## src/rtl/mux_pipe_pkg.sv

```systemverilog
// Shared definitions for the round-robin forwarding mux pipe.
//   clog2    : ceiling log2 usable in parameter expressions
//   ptrw_of  : FIFO pointer width (one extra wrap bit over the address)
//   cw_of    : occupancy counter width, holds 0..DEPTH
//   rr_pick  : round-robin selection starting after the last grant
package mux_pipe_pkg;

    localparam int MAXCH = 8;

    typedef struct packed {
        logic       valid;
        logic [2:0] idx;
    } rr_t;

    function automatic int clog2(input int v);
        int r;
        r = 0;
        while ((1 << r) < v) r++;
        return r;
    endfunction

    function automatic int ptrw_of(input int depth);
        return clog2(depth) + 1;
    endfunction

    function automatic int cw_of(input int depth);
        return clog2(depth + 1);
    endfunction

    // Scans last+1, last+2, ... modulo nchan. Walking the offsets from the
    // far end down lets the nearest eligible channel overwrite the result,
    // so no early exit is needed.
    function automatic rr_t rr_pick(input logic [MAXCH-1:0] elig,
                                    input logic [2:0]       last,
                                    input int               nchan);
        rr_t r;
        int  c;
        r = '0;
        for (int k = nchan; k >= 1; k--) begin
            c = (int'(last) + k) % nchan;
            if (elig[c[2:0]]) begin
                r.valid = 1'b1;
                r.idx   = c[2:0];
            end
        end
        return r;
    endfunction

endpackage

```

## src/rtl/mux_pipe_rr_fifo_n.sv

```systemverilog
// Circular-buffer FIFO used for each forward channel.
//   CLK, RST                  : clock, synchronous active-high reset
//   enq__ENA / enq_v / RDY    : write port, RDY = not full
//   deq__ENA / deq__RDY       : read port, RDY = not empty
//   first                     : head entry (valid when deq__RDY)
//   count                     : occupancy 0..DEPTH
module fifo_n
    import mux_pipe_pkg::*;
#(
    parameter  int WIDTH = 128,
    parameter  int DEPTH = 4,
    localparam int PTRW  = ptrw_of(DEPTH),
    localparam int CW    = cw_of(DEPTH)
) (
    input  logic             CLK,
    input  logic             RST,
    input  logic             enq__ENA,
    input  logic [WIDTH-1:0] enq_v,
    output logic             enq__RDY,
    input  logic             deq__ENA,
    output logic             deq__RDY,
    output logic [WIDTH-1:0] first,
    output logic [CW-1:0]    count
);

    localparam int AW = PTRW - 1;

    logic [PTRW-1:0]  rptr_q, rptr_d;
    logic [PTRW-1:0]  wptr_q, wptr_d;
    logic [WIDTH-1:0] mem_q [DEPTH];
    logic             full, empty, do_enq, do_deq;

    // Pointers carry one wrap bit: same address with differing wrap bits is full.
    assign full   = (rptr_q[PTRW-1] != wptr_q[PTRW-1]) && (rptr_q[AW-1:0] == wptr_q[AW-1:0]);
    assign empty  = (rptr_q == wptr_q);
    assign do_enq = enq__ENA && !full;
    assign do_deq = deq__ENA && !empty;

    always_comb begin
        rptr_d = rptr_q + PTRW'(do_deq);
        wptr_d = wptr_q + PTRW'(do_enq);
    end

    always_ff @(posedge CLK) begin
        if (RST) begin
            rptr_q <= '0;
            wptr_q <= '0;
        end else begin
            rptr_q <= rptr_d;
            wptr_q <= wptr_d;
        end
    end

    always_ff @(posedge CLK) begin
        if (do_enq && !RST) mem_q[wptr_q[AW-1:0]] <= enq_v;
    end

    assign enq__RDY = !full;
    assign deq__RDY = !empty;
    assign first    = mem_q[rptr_q[AW-1:0]];
    assign count    = CW'(wptr_q - rptr_q);

endmodule

```

## src/rtl/mux_pipe_rr.sv

```systemverilog
// Merges NCHAN buffered forward channels and one unbuffered direct channel
// into a single enq-style output. Forward FIFOs are served round-robin;
// IN_PRIO selects whether the direct channel (1) or the FIFOs (0) win.
//   CLK, RST           : clock, synchronous active-high reset
//   in_enq_*           : direct channel, zero-latency path to the output
//   forward_enq_*      : per-channel FIFO writes, channel i at [i*WIDTH +: WIDTH]
//   forward_count      : per-channel occupancy, CW bits each
//   out_enq_*          : merged output towards the shared consumer
module mux_pipe_rr
    import mux_pipe_pkg::*;
#(
    parameter  int WIDTH   = 128,
    parameter  int DEPTH   = 4,
    parameter  int NCHAN   = 2,
    parameter  int IN_PRIO = 0,
    localparam int CW      = cw_of(DEPTH)
) (
    input  logic                   CLK,
    input  logic                   RST,
    input  logic                   in_enq__ENA,
    input  logic [WIDTH-1:0]       in_enq_v,
    output logic                   in_enq__RDY,
    input  logic [NCHAN-1:0]       forward_enq__ENA,
    input  logic [NCHAN*WIDTH-1:0] forward_enq_v,
    output logic [NCHAN-1:0]       forward_enq__RDY,
    output logic [NCHAN*CW-1:0]    forward_count,
    output logic                   out_enq__ENA,
    output logic [WIDTH-1:0]       out_enq_v,
    input  logic                   out_enq__RDY
);

    logic [NCHAN-1:0] fifo_enq_rdy;
    logic [NCHAN-1:0] fifo_deq_rdy;
    logic [NCHAN-1:0] fifo_deq;
    logic [WIDTH-1:0] fifo_first [NCHAN];
    logic [CW-1:0]    fifo_count [NCHAN];

    logic [2:0]       last_grant_q, last_grant_d;
    logic [MAXCH-1:0] elig;
    rr_t              pick;
    logic             fwd_go;
    logic             in_rdy;
    logic [WIDTH-1:0] head;

    for (genvar i = 0; i < NCHAN; i++) begin : g_chan
        fifo_n #(
            .WIDTH (WIDTH),
            .DEPTH (DEPTH)
        ) u_fifo (
            .CLK      (CLK),
            .RST      (RST),
            .enq__ENA (forward_enq__ENA[i]),
            .enq_v    (forward_enq_v[i*WIDTH +: WIDTH]),
            .enq__RDY (fifo_enq_rdy[i]),
            .deq__ENA (fifo_deq[i]),
            .deq__RDY (fifo_deq_rdy[i]),
            .first    (fifo_first[i]),
            .count    (fifo_count[i])
        );

        assign forward_count[i*CW +: CW] = RST ? '0 : fifo_count[i];
    end

    always_comb begin
        elig            = '0;
        elig[NCHAN-1:0] = fifo_deq_rdy;
        pick            = rr_pick(elig, last_grant_q, NCHAN);

        // With direct priority the forward grant yields to a pending direct
        // strobe, giving a combinational direct ENA -> output ENA path.
        if (IN_PRIO == 0) begin
            in_rdy = !RST && out_enq__RDY && !pick.valid;
            fwd_go = !RST && out_enq__RDY && pick.valid;
        end else begin
            in_rdy = !RST && out_enq__RDY;
            fwd_go = !RST && out_enq__RDY && pick.valid && !in_enq__ENA;
        end

        head     = '0;
        fifo_deq = '0;
        for (int i = 0; i < NCHAN; i++) begin
            if (pick.idx == 3'(i)) begin
                head        = fifo_first[i];
                fifo_deq[i] = fwd_go;
            end
        end

        last_grant_d = fwd_go ? pick.idx : last_grant_q;
    end

    always_ff @(posedge CLK) begin
        if (RST) last_grant_q <= 3'(NCHAN - 1);
        else     last_grant_q <= last_grant_d;
    end

    assign in_enq__RDY      = in_rdy;
    assign forward_enq__RDY = RST ? '0 : fifo_enq_rdy;
    assign out_enq__ENA     = fwd_go || (in_enq__ENA && in_rdy);
    assign out_enq_v        = fwd_go ? head : in_enq_v;

endmodule

```

## config.mk

```make
export PLATFORM = sky130hd
export DESIGN_NAME = mux_pipe_rr
export DESIGN_NICKNAME = d
export VERILOG_FILES = /design/src/rtl/mux_pipe_pkg.sv /design/src/rtl/mux_pipe_rr_fifo_n.sv /design/src/rtl/mux_pipe_rr.sv
export SDC_FILE = /design/constraint.sdc
export NUM_CORES = 1
export LEC_CHECK = 0
export CAP_MARGIN = 5
export CORE_MARGIN = 10
export CORE_UTILIZATION = 50
export CTS_BUF_LIST = sky130_fd_sc_hd__clkbuf_4 sky130_fd_sc_hd__clkbuf_8
export DETAILED_ROUTE_END_ITERATION = 7
export PLACE_DENSITY = 0.73
export SYNTH_ARGS = -nofsm -noshare
export SYNTH_HDL_FRONTEND = slang
export SYNTH_SLANG_ARGS = --single-unit
```

## constraint.sdc

```tcl
create_clock -name CLK -period 35.9 [get_ports CLK]
set_input_delay 7.18 -clock CLK [delete_from_list [all_inputs] [get_ports CLK]]
set_output_delay 7.18 -clock CLK [all_outputs]
set_load 0.005 [all_outputs]
```

==> impl_metrics.toml <==
[power]
total_power_uw = 2630
power.static_leakage_uw = 0.01615
p_per_area_nw_per_um2 = 52.89
switching_share_pct = 22.20
power_frac_clock_pct = 37.6
switchingPower_uw = 583.9
comb_power_share_pct = 10.0
vdd_ir_drop_max_uv = 42.46
power.internal_uw = 2046
pwr-share-seq_pct = 52.4

[sta]
timing.final.max_slew_violations = 0
post-route-period-util_pct = 50.69
setup_repair_after_global_routing_missed_its_margin = "no"
final_critical_path_setup_slack_ns = 17.70
finalSetupViolations = 0
finalWorstPathRequiredPeriod_ns = 18.20
fin_clk_skew_ns = 0.02723
achievable_frequency_mhz = 54.96
maxSlewHeadroom_pct = 27.06
worst_slew_pin_slew_ns = 1.094
final.setup.tns_ns = 0
finalHoldViolations = 0

[routing]
detail_route.wirelength_um = 98280
drcViolationCount = 0
wire_per_inst_um = 27.65
detail_route.iter0.violations = 1887
drt-pass1-iter-count = 5
num_vias = 20687
post_drt_via_cell_ratio = 5.819
ant_nets = 0

[setup_path]
path_cells = "clkdlybuf4s50_1 > nor2b_1 > o31ai_4 > buf_4 > buf_4 > a221o_1 > clkdlybuf4s50_1"
timing.critical_path.slowest_cell_delay_ns = 1.03
timing.critical_path.arrival_ns = 11.02
end_kind = "output pin"
critPathMaxFanout = 69
crit_path_start_kind = "input pin"
number_of_buffer_and_inverter_instances_along_the_worst_setup_path = 4
critical_path.reg2reg.startpoint = "g_chan[0].u_fifo.rptr_q[1]$_SDFF_PP0_"
crit_family = "buffers and inverters"
crit_required_ns = 28.72
worstSetupStartpoint = "RST"
cell_with_the_biggest_individual_delay_on_the_critical_path = "sky130_fd_sc_hd__clkdlybuf4s50_1"
timing_worst_setup_path_type = "in -> out"

[final_layout]
share_of_layout_cells_above_drive_strength_1_pct = 22.78
flow.area_growth_from_synthesis_pct = 24.49
layout.nets = 2764
finalNonFillerCells = 3555
final_util_pct = 62.84

[min_path]
hold_start = "g_chan[1].u_fifo.rptr_q[2]$_SDFF_PP0_"
min-delay-path-class = "reg -> reg"

[run_status]
status = "complete, no violations"

[synth]
seq_area_frac_synth_pct = 77.63
syn-mean-instance-area_um2 = 22.90
synth.lib_cells_used.distinct = 32
yosys_register_bits = 1037
yosys-top-cells-area = "sky130_fd_sc_hd__edfxtp_1 77%, sky130_fd_sc_hd__mux4_2 14%, sky130_fd_sc_hd__a221o_1 3.2%"
syn-num-nets = 2148
synth_top_area_share_pct = 76.98
post_synth_instance_area_um2 = 39940
syn_inst = 1744
synth_top_area_cell = "sky130_fd_sc_hd__edfxtp_1"
synthesis.yosys.warnings = 0

[placement]
placement.io_buffers = 527
detailed_place_hpwl_um = 63380
pre_cts_slack_ns = 17.76
placed_cells = 3244
gp_routability_congestion = 0.7987

[cts]
cts_tree = "built"
cts-buffers-inserted = 164
cts_sinks = 1037
number_of_post_cts_setup_repair_buffers = 0
cts_root_buf = "sky130_fd_sc_hd__clkbuf_8"
clk_latency_ns = 0.79
clock_input_transition_at_the_sequential_cells_of_the_worst_setup_and_hold_paths_ns = 0.06
clock_path_buffers = 3
cts_resizes = 0
hold_buffers = 0
cts.htree.levels = 4

[flow_run]
max-cap-violations = 0

[floorplan]
placement_rows = 103
floorplan.die_area_um2 = 91590
num_io_pins = 528
die_width_um = 302.6
initial_utilization_pct = 50.48
die_extent_in_y_um = 302.6
floorplan.core_area_um2 = 79130

[grt]
grt_pass1_wl_um = 143900
grt_max_degree = 129
grt_remaining_overflow = 0
groute.usage.overall_pct = 21.29
grt_pass1_vias = 21866
initial_antenna_violation_count = 38
-- worst min-delay path, stage by stage (launching register included) --
cell                      delay (ns)
sky130_fd_sc_hd__dfxtp_1        0.34
sky130_fd_sc_hd__xnor2_1        0.16
sky130_fd_sc_hd__nor2_1         0.04
-- layout make-up --
class	count	area, um2
clock inverters	72	541.8
clock buffers	223	2719
repair buffers	564	5565
flip-flops and latches	1037	31020
inverters	8	30.03
well taps	1050	1314
diodes	16	40.04
multi-input cells	585	8491
fillers	5442	29400
-- layout by cell type, fill, tap and decap left out, types with 2 or more instances in the layout --
cell type,n
sky130_fd_sc_hd__edfxtp_1,1024
sky130_fd_sc_hd__clkinv_8,2
sky130_fd_sc_hd__fa_1,2
sky130_fd_sc_hd__inv_8,5
sky130_fd_sc_hd__and3_1,128
sky130_fd_sc_hd__ha_1,12
sky130_fd_sc_hd__nor2b_1,11
sky130_fd_sc_hd__nand2_1,3
sky130_fd_sc_hd__a221o_1,128
sky130_fd_sc_hd__nand2b_1,2
sky130_fd_sc_hd__clkbuf_8,167
sky130_fd_sc_hd__inv_1,8
sky130_fd_sc_hd__bufinv_16,5
sky130_fd_sc_hd__nor3_2,6
sky130_fd_sc_hd__clkinv_1,39
sky130_fd_sc_hd__diode_2,16
sky130_fd_sc_hd__buf_4,36
sky130_fd_sc_hd__nor2_1,11
sky130_fd_sc_hd__inv_12,4
sky130_fd_sc_hd__clkbuf_4,56
sky130_fd_sc_hd__dfxtp_4,4
sky130_fd_sc_hd__and3_4,2
sky130_fd_sc_hd__dfxtp_1,9
sky130_fd_sc_hd__and2_1,2
sky130_fd_sc_hd__mux4_2,256
sky130_fd_sc_hd__xor2_1,2
sky130_fd_sc_hd__clkinv_2,15
sky130_fd_sc_hd__xnor2_1,7
sky130_fd_sc_hd__clkdlybuf4s50_1,527
-- per-stage QoR --
step,instance area [um2],hold slack (ns)
detailed placement,46420,0.5685
floorplan,39940,0.4815
CTS,49690,0.5859
finish,49730,0.5869
global route,49720,0.6301
global placement,46420,0.5470
-- power by group through the flow --
stage / combinational, uW / clock, uW / sequential [uW]
after floorplan: 125 / 0 / 1410
after global placement: 260 / 0 / 1400
after detailed placement: 265 / 0 / 1400
after CTS: 267 / 1020 / 1380
after global routing: 280 / 1070 / 1380
final: 262 / 989 / 1380
-- cells in the mapped netlist (all sizes together) --
| master | number |
|---|---|
| and2 | 2 |
| nor3 | 6 |
| or2 | 1 |
| mux4 | 256 |
| ha | 12 |
| a211oi | 1 |
| a221o | 128 |
| fa | 2 |
| dfxtp | 13 |
| a211o | 1 |
| xnor2 | 8 |
| edfxtp | 1024 |
| a21oi | 1 |
| xor2 | 2 |
| a21o | 1 |
| nand2b | 2 |
| o21ai | 1 |
| nor2 | 11 |
| clkbuf | 60 |
| and3 | 130 |
| o21a | 1 |
| nand2 | 3 |
| buf | 54 |
| o31ai | 1 |
| inv | 8 |
| nand3 | 1 |
| nor2b | 11 |
| a31oi | 2 |
| a21boi | 1 |
-- registers in the layout, indices dropped and copies added, names as in the netlist --
register,flops
g_chan.u_fifo.rptr_q,6
last_grant_q,1
g_chan.u_fifo.wptr_q,6
g_chan.u_fifo.mem_q,1024
-- per-layer routing --
layer / vias up / routed length (um) / GRT usage [%]
li1: 8876 / - / -
met1: 10719 / 35950 / 26.22
met2: 878 / 50750 / 35.03
met3: 182 / 9068 / 6.920
met4: 32 / 2305 / 7.895
met5: - / 211 / 0
-- path summary, 6_finish.rpt --
| path | to | slack [ns] | depth (start not counted) |
|---|---|---|---|
| hold reg to reg | g_chan[1].u_fifo.rptr_q[2]$_SDFF_PP0_ | 0.59 | 2 |
| setup / recovery | out_enq_v[29] | 17.70 | 7 |
| hold / removal | g_chan[1].u_fifo.rptr_q[2]$_SDFF_PP0_ | 0.59 | 2 |
| setup reg to reg | g_chan[0].u_fifo.mem_q[2][45]$_DFFE_PP_ | 31.59 | 8 |
-- kinds of logic after synthesis --
group / count (synthesis) / synth area share [%]
flops: 1037 / 77.63
mux: 256 / 14.43
simple gates: 167 / 2.506
compound gates: 138 / 3.392
buf+inv: 122 / 1.322
fa+ha+maj: 14 / 0.4761
xor+xnor: 10 / 0.2381
Power figures use the tool's default switching activity.
==> edit 1 (same settings) <==
Change the parameter `IN_PRIO` from 0 to 1. Comments in the files are not updated.
--- a/src/rtl/mux_pipe_rr.sv
+++ b/src/rtl/mux_pipe_rr.sv
@@ -12,7 +12,7 @@
     parameter  int WIDTH   = 128,
     parameter  int DEPTH   = 4,
     parameter  int NCHAN   = 2,
-    parameter  int IN_PRIO = 0,
+    parameter  int IN_PRIO = 1,
     localparam int CW      = cw_of(DEPTH)
 ) (
     input  logic                   CLK,
Formal check against the unedited RTL: not equivalent (Yosys sat finds a counterexample within 4 cycles, from zero or initial values and one cycle with RST high).
==> edit 1 against the unedited design <==
- cell area shrank 0.14%
- non-clock buffer count shrank 5
- sequential share of layout area grew 0.086 points
- setup slack lost 0.30 ns
- sequential cell count is the same
- final cell count is essentially flat
- total power shrank 3.3%
- routed wire length shrank 0.46%
- worst hold slack lost 0.070 ns
- count of clock-buffer cells in the layout grew 7
- first-iteration DRC count shrank 15%
- synthesized area grew 0.10%
- register-to-register slack gained 0.20 ns
==> edit 1: results (changes against the unedited design) <==
GRT
  – Vias in the first global route: 21,900 (+0.13%)
  – Largest net degree at the start of global routing: 129 (unchanged)
  – Met3 Use GR: 6.16% (-0.76 points)
  – Initial antenna violation count: 38 (unchanged)
  – All-Layer GR Usage: 21.1% (-0.23 points)
  – GR Util met1: 25.2% (-0.99 points)
  – Met2 usage: 35.4% (+0.35 points)
  – First-pass GRT wire length: 143 mm (-0.95%)

Yosys
  – Yosys cell types: 30 (-6.3%)
  – Commonest cells post-synth: edfxtp_1 (1,024), mux4_2 (256), and3_1 (129)
  – Register area share after synthesis: 77.6% (-0.078 points)
  – Synth top area cells: edfxtp_1 (77%), mux4_2 (14%), a221o_1 (3.2%)
  – Ys async rst share: 0% (unchanged)
  – Mapped Avg Cell Area: 23.0 um2 (+0.27%)
  – Syn_nets: 2,145 (-0.14%)

Placement
  – I/O Buffers: 527 (unchanged)
  – Post-Place Worst Slack: 17.51 ns (-0.253 ns)
  – Placed Area: 0.0464 mm2 (-0.16%)
  – HPWL after DPL: 62.4 mm (-1.6%)
  – Routability congestion estimate: 0.796 (-0.35%)
  – Placed cell count: 3,235 (-0.28%)

Clocking
  – Post-CTS Resized: 0 (unchanged)
  – CTS root buffer: clkbuf_8
  – Clk_lat worst skew: about 0.8 ns
  – Clock-pin slew on the worst setup and hold paths: 0.05 ns
  – Post-CTS Setup Bufs: 0 (unchanged)
  – H-tree level count: 4 (unchanged)
  – CTS Buffer Depth: 3 (unchanged)
  – Cts bufs inserted: 165 (+0.61%)

Status
  – Outcome: finished, final reports clean

Drt
  – Met3 routed WL: 7.59 mm (-16%)
  – Top sig layer: met5
  – Average vias per placed instance: 5.81 (-0.13%)
  – M1 WL: 35.4 mm (-1.5%)
  – Drt initial violations: 1,610 (-15%)
  – Router iterations before antenna repair: 5 (unchanged)
  – Met2 wire length: 52.1 mm (+2.7%)
  – Via count of the routed design: 20,600 (-0.19%)
  – WL final: 97.8 mm (-0.46%)

Power
  – Peak supply drop: 42.8 uV (+0.85%)
  – Leakage: 16.1 nW (-0.36%)

Setup path
  – Number of cells on the worst reg-to-reg path: 6 (-2)
  – Critical-path top delay cell: clkdlybuf4s50_1
  – Worst flop-to-flop path endpoint: g_chan[0].u_fifo.mem_q[3][71]
  – Slowest stage delay, CP: 0.82 ns (-0.21 ns)
  – Reg2reg start: g_chan[0].u_fifo.rptr_q[0]
  – WP data arrival: 11.32 ns (+0.30 ns)
  – Flop2flop setup slack: 31.79 ns (+0.20 ns)
  – Critical path fanouts, max: 78 (+13%)

Timing
  – Layout Skew: 0.0311 ns (+0.00387 ns)
  – Fmax: 54.1 MHz (-1.6%)
  – Hold WS: 0.517 ns (-0.0702 ns)
  – Slew headroom: 20.8% (-6.3 points)

Finish
  – FILL cells: 5,406 (-0.66%)
  – Proportion of layout cells with a drive suffix above 1: 22.5% (-0.25 points)
  – Net count, final: 2,756 (-0.29%)

Min path
  – Hold wc startpoint: last_grant_q[0]
  – Hold Path End: last_grant_q[0]
  – Worst hold path stage count: 1 (-1)
==> edit 1: cell types whose count changed after synthesis, sizes merged, moves of 2 or more <==
cell,before,now
xnor2,8,6
nor3,6,8
buf,54,52
clkbuf,60,63
nor2,11,8
nand2b,2,0
==> edit 1: critical path, delay by kind of cell <==
family | cells | cell delay, ns
buffers and inverters | 3 | 2.10
and+or+nand+nor | 2 | 1.53
AOI/OAI and AO/OA | 1 | 0.28
==> edit 1: logic make-up (layout without fill, tap and decap cells) <==
family	after synthesis	in the layout	share of synthesized area [%]
mux	256	256	14.4
other cells	0	26	0
buf+inv	124	860	1.50
xor+xnor	9	9	0.216
simple gates	163	163	2.45
fa+ha+maj	14	14	0.476
flops	1037	1037	77.6
compound gates	138	138	3.39
==> edit 1: power breakdown <==
| part | switching [W] | internal, W |
|---|---|---|
| combinational | 0.0000808 | 0.000105 |
| clock | 0.000447 | 0.000532 |
| sequential | 0.00000993 | 0.00137 |
==> edit 1: layout make-up <==
type	instances	area, um2	share of cell area (%)
Tap cell	1050	1310	2.65
Antenna cell	26	65.1	0.131
Timing Repair Buffer	559	5530	11.1
Clock inverter	62	463	0.932
Sequential cell	1037	31000	62.5
Clock buffer	230	2780	5.59
Inverter	9	33.8	0.0680
Multi-Input combinational cell	580	8450	17.0
==> edit 1: worst max-delay path by stage <==
| stage | cells past startpoint | from | to |
|---|---|---|---|
| 5_1_grt | 6 | RST | out_enq_v[71] |
| 4_1_cts | 6 | RST | out_enq_v[73] |
| 2_1_floorplan | 4 | RST | g_chan[1].u_fifo.mem_q[2][0] |
| 3_3_place_gp | 6 | RST | out_enq_v[74] |
| 6_report | 6 | RST | out_enq_v[78] |
| 3_5_place_dp | 6 | RST | out_enq_v[73] |
==> edit 2 (config.mk and constraints unchanged) <==
Made on the original files. Reset style: asynchronous (`RST`), changed in 2 clocked blocks. Comments in the files are not updated.
--- a/src/rtl/mux_pipe_rr_fifo_n.sv
+++ b/src/rtl/mux_pipe_rr_fifo_n.sv
@@ -41,7 +41,7 @@
         wptr_d = wptr_q + PTRW'(do_enq);
     end
 
-    always_ff @(posedge CLK) begin
+    always_ff @(posedge CLK or posedge RST) begin
         if (RST) begin
             rptr_q <= '0;
             wptr_q <= '0;
--- a/src/rtl/mux_pipe_rr.sv
+++ b/src/rtl/mux_pipe_rr.sv
@@ -88,7 +88,7 @@
         last_grant_d = fwd_go ? pick.idx : last_grant_q;
     end
 
-    always_ff @(posedge CLK) begin
+    always_ff @(posedge CLK or posedge RST) begin
         if (RST) last_grant_q <= 3'(NCHAN - 1);
         else     last_grant_q <= last_grant_d;
     end
Function: same outputs for any inputs over 4 cycles, from zero or initial values and one cycle with RST high; that may be too few to reach the edited logic, so the function may still have changed.
==> edit 2 against the unedited design <==
- setup slack improved by 0.16 ns
- cell area down 0.22%
- synthesized area increased by 0.21%
- sequential cell count is the same
- largest cell class unchanged
- core utilization shrank 0.14 points
- worst hold slack worse by 0.058 ns
- routed wire length grew 0.49%
Power is not compared: it rests on default switching activity, and its combinational part moved more than twofold at a synthesized area within 25%.
==> edit 2: results (changes against the unedited design) <==
Power
  – Switching power share of the total: between 20% and 30%
  – Sequential power: around 0.0016 W
  – Combinational gate power: 0.000993 W
  – Leakage: 16.4 nW
  – Peak supply drop: 46.2 uV

Finish
  – Multi-input combinational area share: 16.9% (-0.14 points)
  – Max FFs per register: 1,024 (unchanged)
  – Clk_buf instances: 219 (-1.8%)
  – Net count, final: 2,755 (-0.33%)
  – NonClk Buf Share: 11.2% (+0.040 points)
  – Proportion of layout cells with a drive suffix above 1: 22.7% (-0.046 points)
  – Buffers excl. clock: 565 (+0.18%)
  – Final clock-cell share: 6.33% (-0.22 points)
  – #MultiIn Comb: 572 (-2.2%)
  – Diodes inserted: 19 (+3)
  – Inverter count: 11 (+3)
  – FILL cells: 5,422 (-0.37%)
  – Seq/total area: 62.7% (+0.27 points)

Yosys
  – Syn_nets: 2,138 (-0.47%)
  – Synth Area in Adders: 0.475% (-0.0010 points)
  – Register area share after synthesis: 77.6% (about the same)
  – Commonest cells post-synth: edfxtp_1 (1,024), mux4_2 (256), and3_1 (129)
  – Ys Warns: 0 (unchanged)
  – Compound-Gate Fraction of Synth Area: 3.35% (-0.045 points)
  – Synth Flop Type: edfxtp_1
  – XOR/XNOR Fraction of Synth Area: 0.238% (-0.00051 points)
  – Ys async rst share: 1.25% (+1.3 points)
  – Yosys cell types: 30 (-6.3%)
  – Largest family of logic cells by synthesized area: multiplexers
  – Number of synthesized flops with an enable pin: 1,024 (unchanged)
  – Post-synthesis mux area share: 14.4% (-0.031 points)
  – Synth top area cells: edfxtp_1 (77%), mux4_2 (14%), a221o_1 (3.2%)

GRT
  – Vias in the first global route: 22,100 (+1.2%)
  – Largest net degree at the start of global routing: 129 (unchanged)
  – All-Layer GR Usage: 21.3% (about the same)
  – First-pass GRT wire length: 145 mm (+0.44%)
  – Initial antenna violation count: 36 (-5.3%)

Timing
  – Layout Skew: 0.0455 ns (+0.0183 ns)
  – Slew @ Worst Pin: 1.12 ns (+0.0269 ns)
  – Final slew viol count: 0 (unchanged)
  – Setup TNS: 0 ns (unchanged)

Status
  – Outcome: finished, final reports clean

Placement
  – HPWL after DPL: 63.4 mm (about the same)
  – I/O Buffers: 527 (unchanged)
  – Routability congestion estimate: 0.775 (-3.0%)

Clocking
  – Post-CTS Setup Bufs: 0 (unchanged)
  – Total clock sinks: 1,037 (unchanged)
  – CTS root buffer: clkbuf_8
  – Clock-pin slew on the worst setup and hold paths: 0.06 ns (about the same)
  – Clk_lat worst skew: around 0.8 ns
  – Cts bufs inserted: 164 (unchanged)
  – CTS Buffer Depth: 3 (unchanged)

Setup path
  – WP data arrival: 10.86 ns (-0.16 ns)
  – Critical path fanouts, max: 67 (-2.9%)

Drt
  – Router iterations before antenna repair: 5 (unchanged)
  – Via count of the routed design: 20,900 (+1.1%)
  – WL final: 98.8 mm (+0.49%)
  – Drt initial violations: 1,803 (-4.5%)

Min path
  – Hold Path Class: flip-flop to flip-flop
## edit 2: cell types whose count changed after synthesis, sizes merged, moves of 3 or more
| cell | delta |
|---|---|
| dfrtp | +12 |
| inv | +3 |
| dfxtp | -13 |
| nor2b | -8 |
| xnor2 | -4 |
| xor2 | +4 |
| nor2 | -6 |
## edit 2: final timing paths
| check | startpoint | endpoint | slack [ns] | cells past startpoint |
|---|---|---|---|---|
| min in group asynchronous | RST | g_chan[1].u_fifo.rptr_q[2] | 7.06 | 2 |
| max | RST | out_enq_v[40] | 17.86 | 6 |
| min | g_chan[1].u_fifo.wptr_q[2] | g_chan[1].u_fifo.wptr_q[2] | 0.53 | 1 |
| max reg2reg | g_chan[0].u_fifo.rptr_q[1] | g_chan[0].u_fifo.mem_q[3][84] | 31.71 | 7 |
| min reg2reg | g_chan[1].u_fifo.wptr_q[2] | g_chan[1].u_fifo.wptr_q[2] | 0.53 | 1 |
| max in group asynchronous | RST | g_chan[0].u_fifo.rptr_q[0] | 28.42 | 2 |
## edit 2: per-layer routing
metal	track usage, %	part of all wire (%)	up-vias
li1	-	-	8838
met1	27.1	38	10800
met2	34.1	50	1003
met3	7.22	9.5	188
met4	7.47	2.5	40
met5	0	0.25	-
## edit 2: stage by stage
stage                     util [%]  power (W)  instances  area (um2)  worst slack (ns)
after floorplan                  -    0.00223       1734       40000             18.61
after global placement        58.7    0.00258       3235       46400             18.15
after detailed placement      58.7    0.00261       3235       46400             17.89
after CTS                     62.6    0.00357       3522       49600             17.89
after global routing          62.7    0.00368       3534       49600             17.73
final                         62.7    0.00353       3541       49600             17.86
## edit 2: critical path, cell delays in order
cell and delay, ns:
clkdlybuf4s50_1 0.61, nor2b_1 0.37, and3_4 0.80, buf_4 0.76, a221o_1 0.30, clkdlybuf4s50_1 0.55
